File: src/rtl/apu_dmc_reader_if.sv
// CPU register bus and DMC DMA handshake shared between the DMC sample reader
// and whatever drives it (CPU decode / DMA controller).
interface apu_dmc_reader_if;
   logic       reg_write;
   logic [1:0] reg_addr;
   logic       status_write;
   logic [7:0] reg_data;
   logic       dma_trigger;
   logic [15:0] dma_addr;
   logic       dma_ack;
   logic [7:0] dma_data;

   // CPU / DMA-controller side
   modport master (
      output reg_write, reg_addr, status_write, reg_data, dma_ack, dma_data,
      input  dma_trigger, dma_addr
   );

   // DMC reader side
   modport slave (
      input  reg_write, reg_addr, status_write, reg_data, dma_ack, dma_data,
      output dma_trigger, dma_addr
   );
endinterface

File: src/rtl/apu_dmc_reader.sv
// APU delta-modulation channel: fetches sample bytes over the DMC DMA
// handshake, shifts them out one bit per timer tick as +/-2 steps on a 7-bit
// DAC, and raises the end-of-sample interrupt.
//
// Sample-buffer FSM:
//   state     | meaning
//   BUF_EMPTY | no byte buffered; a fetch is requested while bytes remain
//   BUF_FULL  | byte buffered, waiting for the next output-unit reload
module apu_dmc_reader #(
   parameter bit RATE_NTSC = 1'b1
) (
   input  logic              clk,
   input  logic              reset,
   input  logic              ce,
   apu_dmc_reader_if.slave   bus,
   output logic              irq,
   output logic              active,
   output logic [6:0]        dac
);

   typedef enum logic {BUF_EMPTY, BUF_FULL} buf_state_t;

   buf_state_t  buf_state, buf_state_nxt;
   logic [8:0]  timer;
   logic [3:0]  bits_left;
   logic [7:0]  shift_reg;
   logic [7:0]  sample_buf;
   logic        silence;
   logic        irq_en;
   logic        loop_en;
   logic [3:0]  rate_idx;
   logic [7:0]  start_reg;
   logic [7:0]  len_reg;
   logic [15:0] cur_addr;
   logic [11:0] bytes_remaining;

   logic        out_clk;
   logic        reload;
   logic        ack_ok;
   logic        wr_4010, wr_4011, wr_4012, wr_4013, wr_4015;
   logic [15:0] start_addr;
   logic [11:0] sample_len;
   logic [11:0] rem_dec;
   logic [15:0] addr_inc;

   // Timer reload value: the table period minus one, since the tick fires at 0.
   function automatic logic [8:0] period_m1(input logic [3:0] idx);
      logic [8:0] p;
      if (RATE_NTSC) begin
         case (idx)
            4'd0:  p = 9'd428;  4'd1:  p = 9'd380;  4'd2:  p = 9'd340;  4'd3:  p = 9'd320;
            4'd4:  p = 9'd286;  4'd5:  p = 9'd254;  4'd6:  p = 9'd226;  4'd7:  p = 9'd214;
            4'd8:  p = 9'd190;  4'd9:  p = 9'd160;  4'd10: p = 9'd142;  4'd11: p = 9'd128;
            4'd12: p = 9'd106;  4'd13: p = 9'd84;   4'd14: p = 9'd72;   default: p = 9'd54;
         endcase
      end else begin
         case (idx)
            4'd0:  p = 9'd398;  4'd1:  p = 9'd354;  4'd2:  p = 9'd316;  4'd3:  p = 9'd298;
            4'd4:  p = 9'd276;  4'd5:  p = 9'd236;  4'd6:  p = 9'd210;  4'd7:  p = 9'd198;
            4'd8:  p = 9'd176;  4'd9:  p = 9'd148;  4'd10: p = 9'd132;  4'd11: p = 9'd118;
            4'd12: p = 9'd98;   4'd13: p = 9'd78;   4'd14: p = 9'd66;   default: p = 9'd50;
         endcase
      end
      return p - 9'd1;
   endfunction

   assign wr_4010 = ce && bus.reg_write && (bus.reg_addr == 2'd0);
   assign wr_4011 = ce && bus.reg_write && (bus.reg_addr == 2'd1);
   assign wr_4012 = ce && bus.reg_write && (bus.reg_addr == 2'd2);
   assign wr_4013 = ce && bus.reg_write && (bus.reg_addr == 2'd3);
   assign wr_4015 = ce && bus.status_write;

   assign out_clk    = ce && (timer == 9'd0);
   assign reload     = out_clk && (bits_left == 4'd1);
   assign start_addr = 16'hC000 + {2'b00, start_reg, 6'd0};
   assign sample_len = {len_reg, 4'd0} + 12'd1;
   assign rem_dec    = bytes_remaining - 12'd1;
   assign addr_inc   = (cur_addr == 16'hFFFF) ? 16'h8000 : cur_addr + 16'd1;

   assign bus.dma_trigger = (buf_state == BUF_EMPTY) && (bytes_remaining != 12'd0);
   assign bus.dma_addr    = cur_addr;
   assign ack_ok          = ce && bus.dma_ack && bus.dma_trigger;
   assign active          = (bytes_remaining != 12'd0);

   // Buffer state register.
   always_ff @(posedge clk) begin
      if (reset) buf_state <= BUF_EMPTY;
      else       buf_state <= buf_state_nxt;
   end

   // Buffer fills on an honoured ack and drains into the shifter on reload;
   // the two cannot coincide because an ack needs an empty buffer.
   always_comb begin
      buf_state_nxt = buf_state;
      case (buf_state)
         BUF_EMPTY: if (ack_ok) buf_state_nxt = BUF_FULL;
         BUF_FULL:  if (reload) buf_state_nxt = BUF_EMPTY;
         default:   buf_state_nxt = BUF_EMPTY;
      endcase
   end

   // Rate timer: down-counter, reloads from the current rate on terminal count.
   always_ff @(posedge clk) begin
      if (reset)                 timer <= period_m1(4'd0);
      else if (ce) begin
         if (timer == 9'd0)      timer <= period_m1(rate_idx);
         else                    timer <= timer - 9'd1;
      end
   end

   // Output shifter and bit counter; reload takes the buffered byte if any.
   always_ff @(posedge clk) begin
      if (reset) begin
         shift_reg <= 8'd0;
         bits_left <= 4'd8;
         silence   <= 1'b1;
      end else if (out_clk) begin
         if (bits_left == 4'd1) begin
            bits_left <= 4'd8;
            if (buf_state == BUF_FULL) begin
               shift_reg <= sample_buf;
               silence   <= 1'b0;
            end else begin
               shift_reg <= shift_reg >> 1;
               silence   <= 1'b1;
            end
         end else begin
            shift_reg <= shift_reg >> 1;
            bits_left <= bits_left - 4'd1;
         end
      end
   end

   // Sample buffer capture.
   always_ff @(posedge clk) begin
      if (reset)       sample_buf <= 8'd0;
      else if (ack_ok) sample_buf <= bus.dma_data;
   end

   // DAC: a direct $4011 load overrides the delta step in the same cycle.
   always_ff @(posedge clk) begin
      if (reset) dac <= 7'd0;
      else if (wr_4011) dac <= bus.reg_data[6:0];
      else if (out_clk && !silence) begin
         if (shift_reg[0]) begin
            if (dac <= 7'd125) dac <= dac + 7'd2;
         end else if (dac >= 7'd2) begin
            dac <= dac - 7'd2;
         end
      end
   end

   // Configuration registers $4010/$4012/$4013.
   always_ff @(posedge clk) begin
      if (reset) begin
         irq_en    <= 1'b0;
         loop_en   <= 1'b0;
         rate_idx  <= 4'd0;
         start_reg <= 8'd0;
         len_reg   <= 8'd0;
      end else begin
         if (wr_4010) begin
            irq_en   <= bus.reg_data[7];
            loop_en  <= bus.reg_data[6];
            rate_idx <= bus.reg_data[3:0];
         end
         if (wr_4012) start_reg <= bus.reg_data;
         if (wr_4013) len_reg   <= bus.reg_data;
      end
   end

   // Reader address/length; a $4015 assignment overrides the ack update.
   always_ff @(posedge clk) begin
      if (reset) begin
         cur_addr        <= 16'hC000;
         bytes_remaining <= 12'd0;
      end else begin
         if (ack_ok) begin
            if ((rem_dec == 12'd0) && loop_en) begin
               cur_addr        <= start_addr;
               bytes_remaining <= sample_len;
            end else begin
               cur_addr        <= addr_inc;
               bytes_remaining <= rem_dec;
            end
         end
         if (wr_4015) begin
            if (!bus.reg_data[4]) begin
               bytes_remaining <= 12'd0;
            end else if (bytes_remaining == 12'd0) begin
               cur_addr        <= start_addr;
               bytes_remaining <= sample_len;
            end
         end
      end
   end

   // IRQ flag: set at end of a non-looping sample, cleared by $4015 or irq_en=0.
   always_ff @(posedge clk) begin
      if (reset) irq <= 1'b0;
      else begin
         if (ack_ok && (rem_dec == 12'd0) && !loop_en && irq_en) irq <= 1'b1;
         if (wr_4010 && !bus.reg_data[7]) irq <= 1'b0;
         if (wr_4015) irq <= 1'b0;
      end
   end

endmodule
File: src/flat_wrapper.sv
// flat-port wrapper written by rule: the top's interface ports become plain ports
module apu_dmc_reader_flat 
#(
   parameter bit RATE_NTSC = 1'b1
)
  (clk, reset, ce, irq, active, dac, bus_reg_write, bus_reg_addr, bus_status_write, bus_reg_data, bus_dma_ack, bus_dma_data, bus_dma_trigger, bus_dma_addr);
  apu_dmc_reader_if bus_i ();
  input  logic clk;
  input  logic reset;
  input  logic ce;
  output logic irq;
  output logic active;
  output logic [6:0] dac;
  input wire logic [$bits(bus_i.reg_write)-1:0] bus_reg_write;
  input wire logic [$bits(bus_i.reg_addr)-1:0] bus_reg_addr;
  input wire logic [$bits(bus_i.status_write)-1:0] bus_status_write;
  input wire logic [$bits(bus_i.reg_data)-1:0] bus_reg_data;
  input wire logic [$bits(bus_i.dma_ack)-1:0] bus_dma_ack;
  input wire logic [$bits(bus_i.dma_data)-1:0] bus_dma_data;
  output wire logic [$bits(bus_i.dma_trigger)-1:0] bus_dma_trigger;
  output wire logic [$bits(bus_i.dma_addr)-1:0] bus_dma_addr;
  assign bus_i.reg_write = bus_reg_write;
  assign bus_i.reg_addr = bus_reg_addr;
  assign bus_i.status_write = bus_status_write;
  assign bus_i.reg_data = bus_reg_data;
  assign bus_i.dma_ack = bus_dma_ack;
  assign bus_i.dma_data = bus_dma_data;
  assign bus_dma_trigger = bus_i.dma_trigger;
  assign bus_dma_addr = bus_i.dma_addr;
  apu_dmc_reader #(.RATE_NTSC(RATE_NTSC)) u_core (.clk(clk), .reset(reset), .ce(ce), .bus(bus_i), .irq(irq), .active(active), .dac(dac));
endmodule
File: config.mk
export PLATFORM = sky130hd
export DESIGN_NAME = apu_dmc_reader_flat
export DESIGN_NICKNAME = d
export VERILOG_FILES = /design/src/rtl/apu_dmc_reader_if.sv /design/src/rtl/apu_dmc_reader.sv /design/src/flat_wrapper.sv
export SDC_FILE = /design/constraint.sdc
export NUM_CORES = 1
export LEC_CHECK = 0
export ABC_AREA = 1
export BUFFER_PORTS_ARGS = -buffer_cell sky130_fd_sc_hd__buf_2
export CAP_MARGIN = 5
export CORE_ASPECT_RATIO = 0.8
export CORE_MARGIN = 5
export CORE_UTILIZATION = 61
export DETAILED_ROUTE_END_ITERATION = 7
export PLACE_DENSITY_LB_ADDON = 0.2
export SYNTH_ARGS = -nofsm -noshare
export SYNTH_HDL_FRONTEND = slang
export SYNTH_SLANG_ARGS = --single-unit
File: constraint.sdc
create_clock -name clk -period 6.6 [get_ports clk]
set_clock_uncertainty 0.2 [all_clocks]
set_input_delay 1.32 -clock clk [delete_from_list [all_inputs] [get_ports clk]]
set_output_delay 1.32 -clock clk [all_outputs]
set_load 0.02 [all_outputs]
=== Word level (Yosys, flattened, before mapping) ===
Memories as Yosys holds them, arrays and structs flattened. A register that Yosys moved wholly into a read port is not among the register bits.
Index checks and enable logic that the tools add are counted.

* Bits in registers: 89
* Memory bits (read-only): 128
* Bits of input ports: 24
* Output and inout bits: 26
* Memories: 1

* $add $sub $neg: 9
* Order comparisons: 2
* Equal/unequal tests: 6
* Multiplexer cells: 29
* Bitwise gates (word level): 1
* Reduce and logical (&&, ||, !) cells: 30

{| class="wikitable"
|+ Memory list
! name !! words !! bits a word !! rd ports !! clocked after Yosys merged registers in !! write ports !! RTL line !! text
|-
| (no name shown) || 16 || 8 || 1 || 1 || 0 || apu_dmc_reader.sv:50 || <nowiki>case (idx)</nowiki>
|}

{| class="wikitable"
|+ Operator list
! cell !! count
|-
| two-way mux 16 bit || 6
|-
| two-way mux 12 bit || 5
|-
| two-way mux 9 bit || 4
|-
| two-way mux 7 bit || 5
|-
| zero test 12 bit || 2
|-
| subtractor 9 x 1 -> 9 bit, second input constant || 2
|-
| logical AND 1 bit || 17
|-
| adder 15 x 15 -> 16 bit, first input constant || 1
|-
| adder 16 x 1 -> 16 bit, second input constant || 1
|-
| == test 16 bit, second input constant || 1
|-
| two-way mux 8 bit || 2
|-
| adder 12 x 1 -> 12 bit, second input constant || 1
|-
| two-way mux 4 bit || 3
|-
| nonzero test 12 bit || 1
|-
| subtractor 12 x 1 -> 12 bit, second input constant || 1
|-
| zero test 9 bit || 1
|-
| adder 7 x 2 -> 7 bit, second input constant || 1
|-
| >= comparator 7 x 2 -> 1 bit, second input constant || 1
|-
| <= comparator 7 bit, second input constant || 1
|-
| subtractor 7 x 2 -> 7 bit, second input constant || 1
|-
| == test 2 bit, second input constant || 2
|-
| == test 4 x 1 -> 1 bit, second input constant || 1
|-
| subtractor 4 x 1 -> 4 bit, second input constant || 1
|-
| zero test 1 bit || 3
|-
| other kinds (11) || 13
|}

=== Depth between registers and ports, before layout ===
* Word-level depth: 8
* Mapped depth: 16
* Depth with buffers taken out: 16

=== Worst setup path after synthesis ===
No wires, ideal clock.

* Path type: input to register
* Start point: input ce
* End point: register (tool-made name)
* Library setup time: 0.129 ns
* Arrival time: 2.863 ns
* Setup slack: 3.408 ns
* Stages on the path: 11
* Buffers on the path: 1
* Cells stage by stage: buf_2 nand2_1 inv_1 nand3_2 inv_2 nor2_1 nor3_1 inv_1 ha_1 o21ai_0 o21ai_0

{| class="wikitable"
|+ RTL lines
! what !! RTL line !! text
|-
| start, declared || flat_wrapper.sv:10 || <nowiki>input logic ce;</nowiki>
|}

=== Worst setup path in the final report ===
* Start point: register u_core.bytes_remaining[0]
* End point: output bus_dma_trigger

* Cells in the longest elaborated chain, start to end: 2

{| class="wikitable"
|+ RTL lines
! what !! RTL line !! text
|-
| start, declared || apu_dmc_reader.sv:35 || <nowiki>logic [11:0] bytes_remaining;</nowiki>
|-
| start signal, assigned || apu_dmc_reader.sv:181 || <nowiki>bytes_remaining <= sample_len;</nowiki>
|-
| start signal, assigned || apu_dmc_reader.sv:184 || <nowiki>bytes_remaining <= rem_dec;</nowiki>
|-
| start signal, assigned || apu_dmc_reader.sv:192 || <nowiki>bytes_remaining <= sample_len;</nowiki>
|-
| nonzero test 12 bit || apu_dmc_reader.sv:80 || <nowiki>assign bus.dma_trigger = (buf_state == BUF_EMPTY) && (bytes_remaining != 12'd0);</nowiki>
|-
| logical AND 1 bit || apu_dmc_reader.sv:80 ||
|-
| end, declared || flat_wrapper.sv:20 || <nowiki>output wire logic [$bits(bus_i.dma_trigger)-1:0] bus_dma_trigger;</nowiki>
|}

No other way between the ends.

==> out/results.txt <==
most frequent cells in the layout: nand2_1 (170), inv_1 (101), dfxtp_1 (97)
final worst-path cycle share: 52.0%
clk_lat worst skew: 380 ps
Largest register FFs: 16
starting DRC count in detailed routing: 561
IO Port Bufs: 49
first-pass GRT wire length: 22200 um
flops & latches, synth: 97
setup_tns: 0 ps
switching pwr: 1.16 mW
postcts setup bufs: 0
dpl cells: 919
GR peak layer: met2
Syn Inst Count: 783
vias: 5347
Die Footprint: 0.0108 mm2
Int Pwr: 1.26 mW
CTS Hold Buffers Added: 0
All-Layer GR Usage: 25.4%
Layout area overhead: 8.47%
Max-Slew Margin vs Limit: 23.9%
syn_nets: 821
RD Place Congestion: 0.959
final wirelength: 13700 um
vias per cell: 5.72
Logic pwr share: 51.3%
Post-Layout Cell Count: 935
required time of the critical path: 5080 ps
GR Layer Usage met1: 36.1%
Seq/Total Area, Yosys: 36.0%
Yosys warning count: 0
global-route track usage on met3: 4.70%
Starting Density: 63.0%
status: completed
maximum number of pins on one net before global-route repair: 44
global route overflow: 0
Static Leak: 2.67 nW
Crit Path Class: reg2out
Core Area: 0.00856 mm2
DRT Pass-1 Iters: 7
clk buf depth: 2
worst-path fanout max: 6
CTS Buf Count: 9
Critical Path Start Type: register
Hold Crit Class: reg2reg
Ports: 50
DRT antenna net count: 0
Die Wd: 115 um
utilization after layout: 68.3%
clock power share: 16.2%
ANT cells: 0
Mean Syn Cell Area: 6.88 um2
die height: 94.1 um
final setup fails: 0
Main synth FF type: dfxtp_1
most common cell after layout, fill and taps aside: nand2_1
Clock Sinks: 97
Critical Path End Type: primary output
Placement Rows: 30
Fmax: 291 MHz
ys async rst share: 0%
Detail Placement HPWL: 10100 um
Root Buffer: clkbuf_8
Synth cell types: 46
CTS tree: built
Post-synth EDFFs: 0
RSZ-0062 raised after global routing: no
pwr dens: 414 mW/mm2
endpoints failing hold: 0
layout cell share with drive strength beyond 1: 11.7%
Slew Viols, Final: 0
# resized after CTS: 0
met2 usage: 38.5%
Worst VDD drop: 0.000310 V
Sequential Power Share: 32.5%
Final min period: 3430 ps
drc violations: 0
Tightest Pin Transition: 1130 ps
Mapped Area: 0.00539 mm2
WL/cell: 14.6 um
antenna violations before repair: 0
H-tree levels: 3
WP data arrival: 1910 ps
Final nets: 856
total power: 2.42 mW
switching share of power: 47.9%
Clk pin slew, worst setup/hold paths: 90 ps
max_cap viols: 0
vias in the first global route: 4715
[layout make-up]
type / count / area [um2]
Clock buffer: 12 / 145
Inverter: 105 / 397
Sequential cell: 97 / 1940
Tap cell: 112 / 140
Multi-Input combinational cell: 556 / 2930
Timing Repair Buffer: 49 / 245
Fill cell: 766 / 2710
Clock inverter: 4 / 52.6
[per-stage QoR]
| stage | hold WS [ps] | cell area (um2) | worst slack (ps) |
|---|---|---|---|
| 3_5_place_dp | 246 | 5650 | 2920 |
| 5_1_grt | 284 | 5850 | 3060 |
| 2_1_floorplan | 214 | 5390 | 3410 |
| 4_1_cts | 257 | 5850 | 3160 |
| 6_report | 256 | 5850 | 3170 |
| 3_3_place_gp | 235 | 5650 | 3060 |
[critical path, cell delays in order (launching register included)]
cell and delay [ps]:
dfxtp_1 350, inv_1 180, ha_1 270, nand2_1 150, nor3_2 330, nor2_4 90
buf_2 170
[final timing paths]
kind	depth (start not counted)	to	slack, ps	from
worst max-delay path	6	bus_dma_trigger	3170	u_core.bytes_remaining[0]$_SDFF_PP0_
worst min-delay path	2	u_core.shift_reg[3]$_SDFFE_PP0P_	260	u_core.shift_reg[3]$_SDFFE_PP0P_
worst max register to register	13	u_core.bus.dma_addr[13]$_SDFF_PP0_	3580	u_core.bytes_remaining[0]$_SDFF_PP0_
worst min register to register	2	u_core.shift_reg[3]$_SDFFE_PP0P_	260	u_core.shift_reg[3]$_SDFFE_PP0P_
[metal layers]
metal	vias to the layer above	wire length (um)
li1	2651	-
met1	2437	6280
met2	230	5980
met3	29	1130
met4	0	282
met5	-	0
[cells by family (layout without fill, tap and decap cells)]
logic type      count (synthesis)  count (layout)  share of synthesized area, %
buf+inv                       130             170                          9.70
xor+xnor                       19              19                          3.09
simple gates                  357             357                          30.7
fa+ha+maj                      14              14                          3.25
compound gates                165             165                          17.1
flops                          97              97                          36.0
mux                             1               1                         0.186
[synth_stat cells, drive strengths merged, types with 2 or more instances]
cell type,instances,area [um2]
ha,14,175
a22oi,5,37.5
nand3b,10,75.1
o21ai,64,332
nor4,4,40.0
xor2,10,87.6
dfxtp,97,1940
inv,104,393
nand2,180,706
clkbuf,13,48.8
xnor2,9,78.8
nand3,39,218
a31oi,5,31.3
o21a,2,15.0
nor3,23,136
nor2,80,348
o211ai,9,67.6
a211oi,2,15.0
o31ai,5,37.5
a21oi,66,330
o22ai,3,18.8
nand4,20,125
buf,12,77.6
[power groups by stage]
stage | combinational, mW | clock, mW | sequential, mW
floorplan | 0.936 | 0 | 0.805
global placement | 1.19 | 0 | 0.793
detailed placement | 1.22 | 0 | 0.797
CTS | 1.23 | 0.399 | 0.784
global route | 1.39 | 0.422 | 0.798
finish | 1.24 | 0.391 | 0.787
(Power assumes the default switching activity.)
